==> src/rtl/lsu_mem_master.sv <==
// Load/store unit master for the external data memory port.
// One access at a time: IDLE latches the request, REQ pulses mem_req_o, RESP waits for
// mem_ready_i, DONE releases the core stall for one cycle.
// Optional build macro: LSU_MISALIGN_EN traps misaligned H/W accesses without touching memory.
module lsu_mem_master #(
  parameter int unsigned ADDR_W = 32
) (
  input  logic              clk_i,
  input  logic              rst_i,
  input  logic              core_req_i,
  input  logic              core_we_i,
  input  logic [2:0]        core_size_i,
  input  logic [ADDR_W-1:0] core_addr_i,
  input  logic [31:0]       core_wd_i,
  output logic [31:0]       core_rd_o,
  output logic              core_stall_o,
  output logic              core_misalign_o,
  output logic              mem_req_o,
  output logic              mem_we_o,
  output logic [3:0]        mem_be_o,
  output logic [ADDR_W-1:0] mem_addr_o,
  output logic [31:0]       mem_wd_o,
  input  logic [31:0]       mem_rd_i,
  input  logic              mem_ready_i
);

  typedef enum logic [1:0] {StIdle, StReq, StResp, StDone} state_t;

  state_t            r_state;
  logic              r_mem_req;
  logic              r_mem_we;
  logic [3:0]        r_mem_be;
  logic [ADDR_W-1:0] r_mem_addr;
  logic [31:0]       r_mem_wd;
  logic [2:0]        r_size;
  logic [31:0]       r_core_rd;

  logic [3:0]        w_be;
  logic [31:0]       w_wd;
  logic [31:0]       w_rd_byte_shift;
  logic [31:0]       w_rd_half_shift;
  logic [31:0]       w_rd_ext;
  logic              w_stall;

`ifdef LSU_MISALIGN_EN
  logic r_misalign;
  logic w_misalign;

  // Halfword needs an even address, word needs a 4-byte aligned address.
  always_comb begin
    w_misalign = 1'b0;
    unique case (core_size_i[1:0])
      2'b00:   w_misalign = 1'b0;
      2'b01:   w_misalign = core_addr_i[0];
      default: w_misalign = (core_addr_i[1:0] != 2'b00);
    endcase
  end

  assign core_misalign_o = r_misalign;
`else
  assign core_misalign_o = 1'b0;
`endif

  // Byte enables and lane-replicated store data from the incoming core request.
  // size[1:0] alone picks the width; undefined codes 011/110/111 fall to word.
  always_comb begin
    w_be = 4'hF;
    w_wd = core_wd_i;
    unique case (core_size_i[1:0])
      2'b00: begin
        w_be = 4'b0001 << core_addr_i[1:0];
        w_wd = {4{core_wd_i[7:0]}};
      end
      2'b01: begin
        w_be = 4'b0011 << {core_addr_i[1], 1'b0};
        w_wd = {2{core_wd_i[15:0]}};
      end
      default: begin
        w_be = 4'hF;
        w_wd = core_wd_i;
      end
    endcase
  end

  // Align the addressed lane of the read word to bit 0 and extend per latched size.
  always_comb begin
    w_rd_byte_shift = mem_rd_i >> {r_mem_addr[1:0], 3'b000};
    w_rd_half_shift = mem_rd_i >> {r_mem_addr[1], 4'b0000};
    w_rd_ext        = mem_rd_i;
    unique case (r_size[1:0])
      2'b00:   w_rd_ext = {{24{~r_size[2] & w_rd_byte_shift[7]}}, w_rd_byte_shift[7:0]};
      2'b01:   w_rd_ext = {{16{~r_size[2] & w_rd_half_shift[15]}}, w_rd_half_shift[15:0]};
      default: w_rd_ext = mem_rd_i;
    endcase
  end

  // Core stall: follows the request in IDLE so the core freezes in the same cycle.
  always_comb begin
    w_stall = 1'b0;
    unique case (r_state)
      StIdle:  w_stall = core_req_i;
      StReq:   w_stall = 1'b1;
      StResp:  w_stall = 1'b1;
      StDone:  w_stall = 1'b0;
      default: w_stall = 1'b0;
    endcase
    if (rst_i) begin
      w_stall = 1'b0;
    end
  end

  // Access FSM with registered memory-side outputs and load result.
  always_ff @(posedge clk_i) begin
    if (rst_i) begin
      r_state    <= StIdle;
      r_mem_req  <= 1'b0;
      r_mem_we   <= 1'b0;
      r_mem_be   <= 4'h0;
      r_mem_addr <= '0;
      r_mem_wd   <= 32'h0;
      r_size     <= 3'b000;
      r_core_rd  <= 32'h0;
`ifdef LSU_MISALIGN_EN
      r_misalign <= 1'b0;
`endif
    end else begin
      r_mem_req  <= 1'b0;
`ifdef LSU_MISALIGN_EN
      r_misalign <= 1'b0;
`endif
      unique case (r_state)
        StIdle: begin
          if (core_req_i) begin
`ifdef LSU_MISALIGN_EN
            if (w_misalign) begin
              r_misalign <= 1'b1;
              r_state    <= StDone;
            end else begin
`endif
              r_mem_req  <= 1'b1;
              r_mem_we   <= core_we_i;
              r_mem_be   <= w_be;
              r_mem_addr <= core_addr_i;
              r_mem_wd   <= w_wd;
              r_size     <= core_size_i;
              r_state    <= StReq;
`ifdef LSU_MISALIGN_EN
            end
`endif
          end
        end
        StReq: begin
          r_state <= StResp;
        end
        StResp: begin
          if (mem_ready_i) begin
            if (!r_mem_we) begin
              r_core_rd <= w_rd_ext;
            end
            r_state <= StDone;
          end
        end
        StDone: begin
          r_state <= StIdle;
        end
        default: begin
          r_state <= StIdle;
        end
      endcase
    end
  end

  assign core_rd_o    = r_core_rd;
  assign core_stall_o = w_stall;
  assign mem_req_o    = r_mem_req;
  assign mem_we_o     = r_mem_we;
  assign mem_be_o     = r_mem_be;
  assign mem_addr_o   = r_mem_addr;
  assign mem_wd_o     = r_mem_wd;

endmodule

==> config.mk <==
export PLATFORM = sky130hd
export DESIGN_NAME = lsu_mem_master
export DESIGN_NICKNAME = d
export VERILOG_FILES = /design/src/rtl/lsu_mem_master.sv
export SDC_FILE = /design/constraint.sdc
export NUM_CORES = 1
export LEC_CHECK = 0
export CAP_MARGIN = 20
export CELL_PAD_IN_SITES_DETAIL_PLACEMENT = 2
export CELL_PAD_IN_SITES_GLOBAL_PLACEMENT = 2
export CORE_ASPECT_RATIO = 1.25
export CORE_MARGIN = 5
export CORE_UTILIZATION = 25
export CTS_CLUSTER_SIZE = 8
export DETAILED_ROUTE_END_ITERATION = 7
export PLACE_DENSITY_LB_ADDON = 0.1
export SLEW_MARGIN = 20
export SYNTH_ARGS = -nofsm -noshare
export SYNTH_HDL_FRONTEND = slang
export SYNTH_SLANG_ARGS = --single-unit
==> constraint.sdc <==
create_clock -name clk_i -period 4.6 [get_ports clk_i]
set_input_delay 0.69 -clock clk_i [delete_from_list [all_inputs] [get_ports clk_i]]
set_output_delay 0.69 -clock clk_i [all_outputs]
set_load 0.01 [all_outputs]
==> qor.yml <==
clock_network:
  cts-resized-gates: 0
  clk_pin_slew_worst_paths_ps: 80
  clock-sinks: 107
  htreeDepth: 3
  clockRootBuffer: "clkbuf_16"
  insertion_delay_ps: 360
  cts-hold-fix-buffers: 0
  cts_tree: "built"
  numCtsBuffers: 9
  clock_path_buffers: 2
  postCtsSetupBuffers: 0
route:
  wirelength_microns: 19100
  drc_errors: 0
  wl_per_cell_microns: 19.4
  drt_pre_antenna_iters: 4
  routed_via_density: 4.88
  num_vias: 4792
  drt-initial-drc-count: 156
  drtAntennaViolNets: 0
final_layout:
  layout.cells.non_filler: 982
  nFillCells: 2043
  nNetsFinal: 852
  multi_input_area_sq_um: 2320
  synthToLayoutAreaGrowth_pct: 53.3
  drive_gt1_frac: 0.0640
  final_area_sq_um: 7200
  diodes: 0
  seqCellArea_sq_um: 2140
worst_setup_path:
  cp_data_required_time_ps: 3910
  slowest_stage: "dfxtp_1"
  worstSetupPathType: "flip-flop to output pin"
  crit_path_start_kind: "flip-flop"
  setup.worst_path.end: "mem_addr_o[1]"
  worstSetupStartpoint: "mem_addr_o[1]"
  worst_setup_path_end_kind: "output pin"
  r2r_cells: 4
  slowest_delay_ps: 1060
  path_delay_family: "flip-flops"
  cp_max_fo: 20
  worst-path-stages: 1
  worst-path-buf-inv: 1
  critical_path_arrival_ps: 2130
  timing.rr.end: "core_rd_o[26]"
  path_cells: "clkdlybuf4s50_1"
  r2r_slack_ps: 2230
  r2r-start: "mem_addr_o[1]"
place:
  gp_congestion: 0.745
  preCtsSetupSlack_ps: 1800
  numPortBuffers: 206
  placed_area_sq_um: 6880
  dp.cells: 966
  place_hpwl_microns: 14100
global_route:
  overflow: 0
  grt_pass1_vias: 5434
  grtUsageMet1: 0.191
  use_met3: 0.0493
  grt_pass1_wl_microns: 30300
  antenna_found_initial: 0
  grt.busiest_layer: "met2"
  grt_max_degree: 89
  use_met2: 0.317
  grt_use_total: 0.175
power:
  netSwitchingPower_mw: 1.08
  clkPwrFrac: 0.272
  p_int_mw: 2.10
  p_leak_nw: 2.62
  peakVddDrop_mv: 0.346
  sw_frac_of_total: 0.340
  finalPower_mw: 3.19
  combPwrFrac: 0.354
  pwr_density_cell_nw_per_um2: 443
  seqPwrFrac: 0.374
timing:
  layout_worst_path_cycle_share: 0.613
  slew_headroom: 0.256
  tightestPinTransition_ps: 1120
  hold_viol: 0
  tns_ps: 0
  drv_slew: 0
  fmax_ghz: 0.355
  period_minus_slack_ps: 2820
  fin_worst_skew_ps: 11.4
  rsz0062_at_grt: "false"
  finalWorstSetupSlack_ps: 1780
  setup_viol: 0
die:
  chipHeight_microns: 163
  design.die.area_sq_um: 21600
  initial_core_util: 0.252
  io_pins: 208
  core_sq_um: 18600
  die_w_microns: 133
  num_rows: 56
synth:
  synth_seq_area_share: 0.456
  synth_edf_count: 0
  synth_cell_type_count: 36
  async_flop_share: 0
  synth_seq_cells: 107
  syn_inst: 571
  synth.avg_cell_area_sq_um: 8.23
  synthesis.nets: 678
  ys_warn_count: 0
  synth-main-ff-cell: "dfxtp_1"
  syn-cell-area_sq_um: 4700
min_path:
  hold_class: "flip-flop to flip-flop"
  hold_depth: 2
run_status:
  run_status: "complete, no violations"
flow_run:
  drv_cap: 0
-- sequential cells by signal (all words and copies together), names as in the netlist --
signal and cells:
mem_req_o 1, mem_addr_o 32, r_state 2, mem_wd_o 32
r_size 3, mem_be_o 4, mem_we_o 1, core_rd_o 32
-- cells in the mapped netlist, types with 2 or more instances --
master | count | share of area
nand2_1 | 132 | 0.11
dfxtp_1 | 107 | 0.46
a21oi_1 | 80 | 0.085
o21ai_0 | 39 | 0.042
nor2_1 | 35 | 0.028
clkbuf_1 | 32 | 0.026
mux2i_1 | 18 | 0.038
a211oi_1 | 17 | 0.027
and3_1 | 16 | 0.021
mux2_2 | 14 | 0.034
buf_2 | 12 | 0.013
nor3_1 | 11 | 0.012
a311oi_1 | 8 | 0.015
a221o_1 | 7 | 0.015
nand3b_1 | 7 | 0.011
inv_1 | 6 | 0.0048
a211oi_2 | 3 | 0.0080
buf_4 | 3 | 0.0048
ha_1 | 3 | 0.0080
mux2i_4 | 2 | 0.0096
nand2b_1 | 2 | 0.0027
o21bai_1 | 2 | 0.0032
o22ai_1 | 2 | 0.0027
-- cells in the final DEF, fill, tap and decap left out, drive strengths merged, types with 9 or more instances in the layout --
cell and instances:
a211oi 21, a21oi 80, and3 16, clkbuf 9, clkdlybuf4s50 205, dfxtp 107
mux2 14, mux2i 20, nand2 132, nor2 35, nor3 11, o21ai 40
-- per-stage QoR --
step	hold WS, ps	utilization
2_1_floorplan	450	-
3_3_place_gp	441	0.369
3_5_place_dp	452	0.369
4_1_cts	466	0.386
5_1_grt	490	0.386
6_report	458	0.386
-- power by group through the flow --
stage               combinational (mW)  sequential (mW)  clock (mW)
floorplan                        0.521             1.25           0
global placement                  1.11             1.20           0
detailed placement                1.15             1.22           0
CTS                               1.16             1.20       0.905
global route                      1.24             1.22       0.944
finish                            1.13             1.19       0.866
-- kinds of logic (layout without fill, tap and decap cells) --
kind of cell	count (synthesis)	count (layout)	share of synthesized area
other	1	1	0.000798
and+or+nand+nor	210	210	0.194
DFF	107	107	0.456
buffers and inverters	54	233	0.0503
AOI/OAI and AO/OA	162	162	0.209
muxes	34	34	0.0815
adders and majority gates	3	3	0.00799
-- routing by layer --
layer	wire length, microns	vias to the layer above	share of wire
met5	0	-	0
met4	558	0	0.029
met3	1160	24	0.061
met2	9880	131	0.52
met1	7480	2328	0.39
li1	-	2309	-
-- cell type report --
type / instances / area share
Timing Repair Buffer: 211 / 0.291
Clock buffer: 9 / 0.0313
Sequential cell: 107 / 0.297
Inverter: 6 / 0.00313
Tap cell: 232 / 0.0403
Multi-Input combinational cell: 410 / 0.323
Clock inverter: 7 / 0.0139
-- how the worst min path moves through the flow --
stage	from	end
floorplan	r_size[2]	r_size[2]
finish	mem_addr_o[8]	mem_addr_o[8]
global route	mem_addr_o[17]	mem_addr_o[17]
global placement	mem_addr_o[4]	mem_addr_o[4]
detailed placement	mem_wd_o[7]	mem_wd_o[7]
CTS	mem_addr_o[31]	mem_addr_o[31]
No activity file was read; power rests on OpenSTA's default activity.
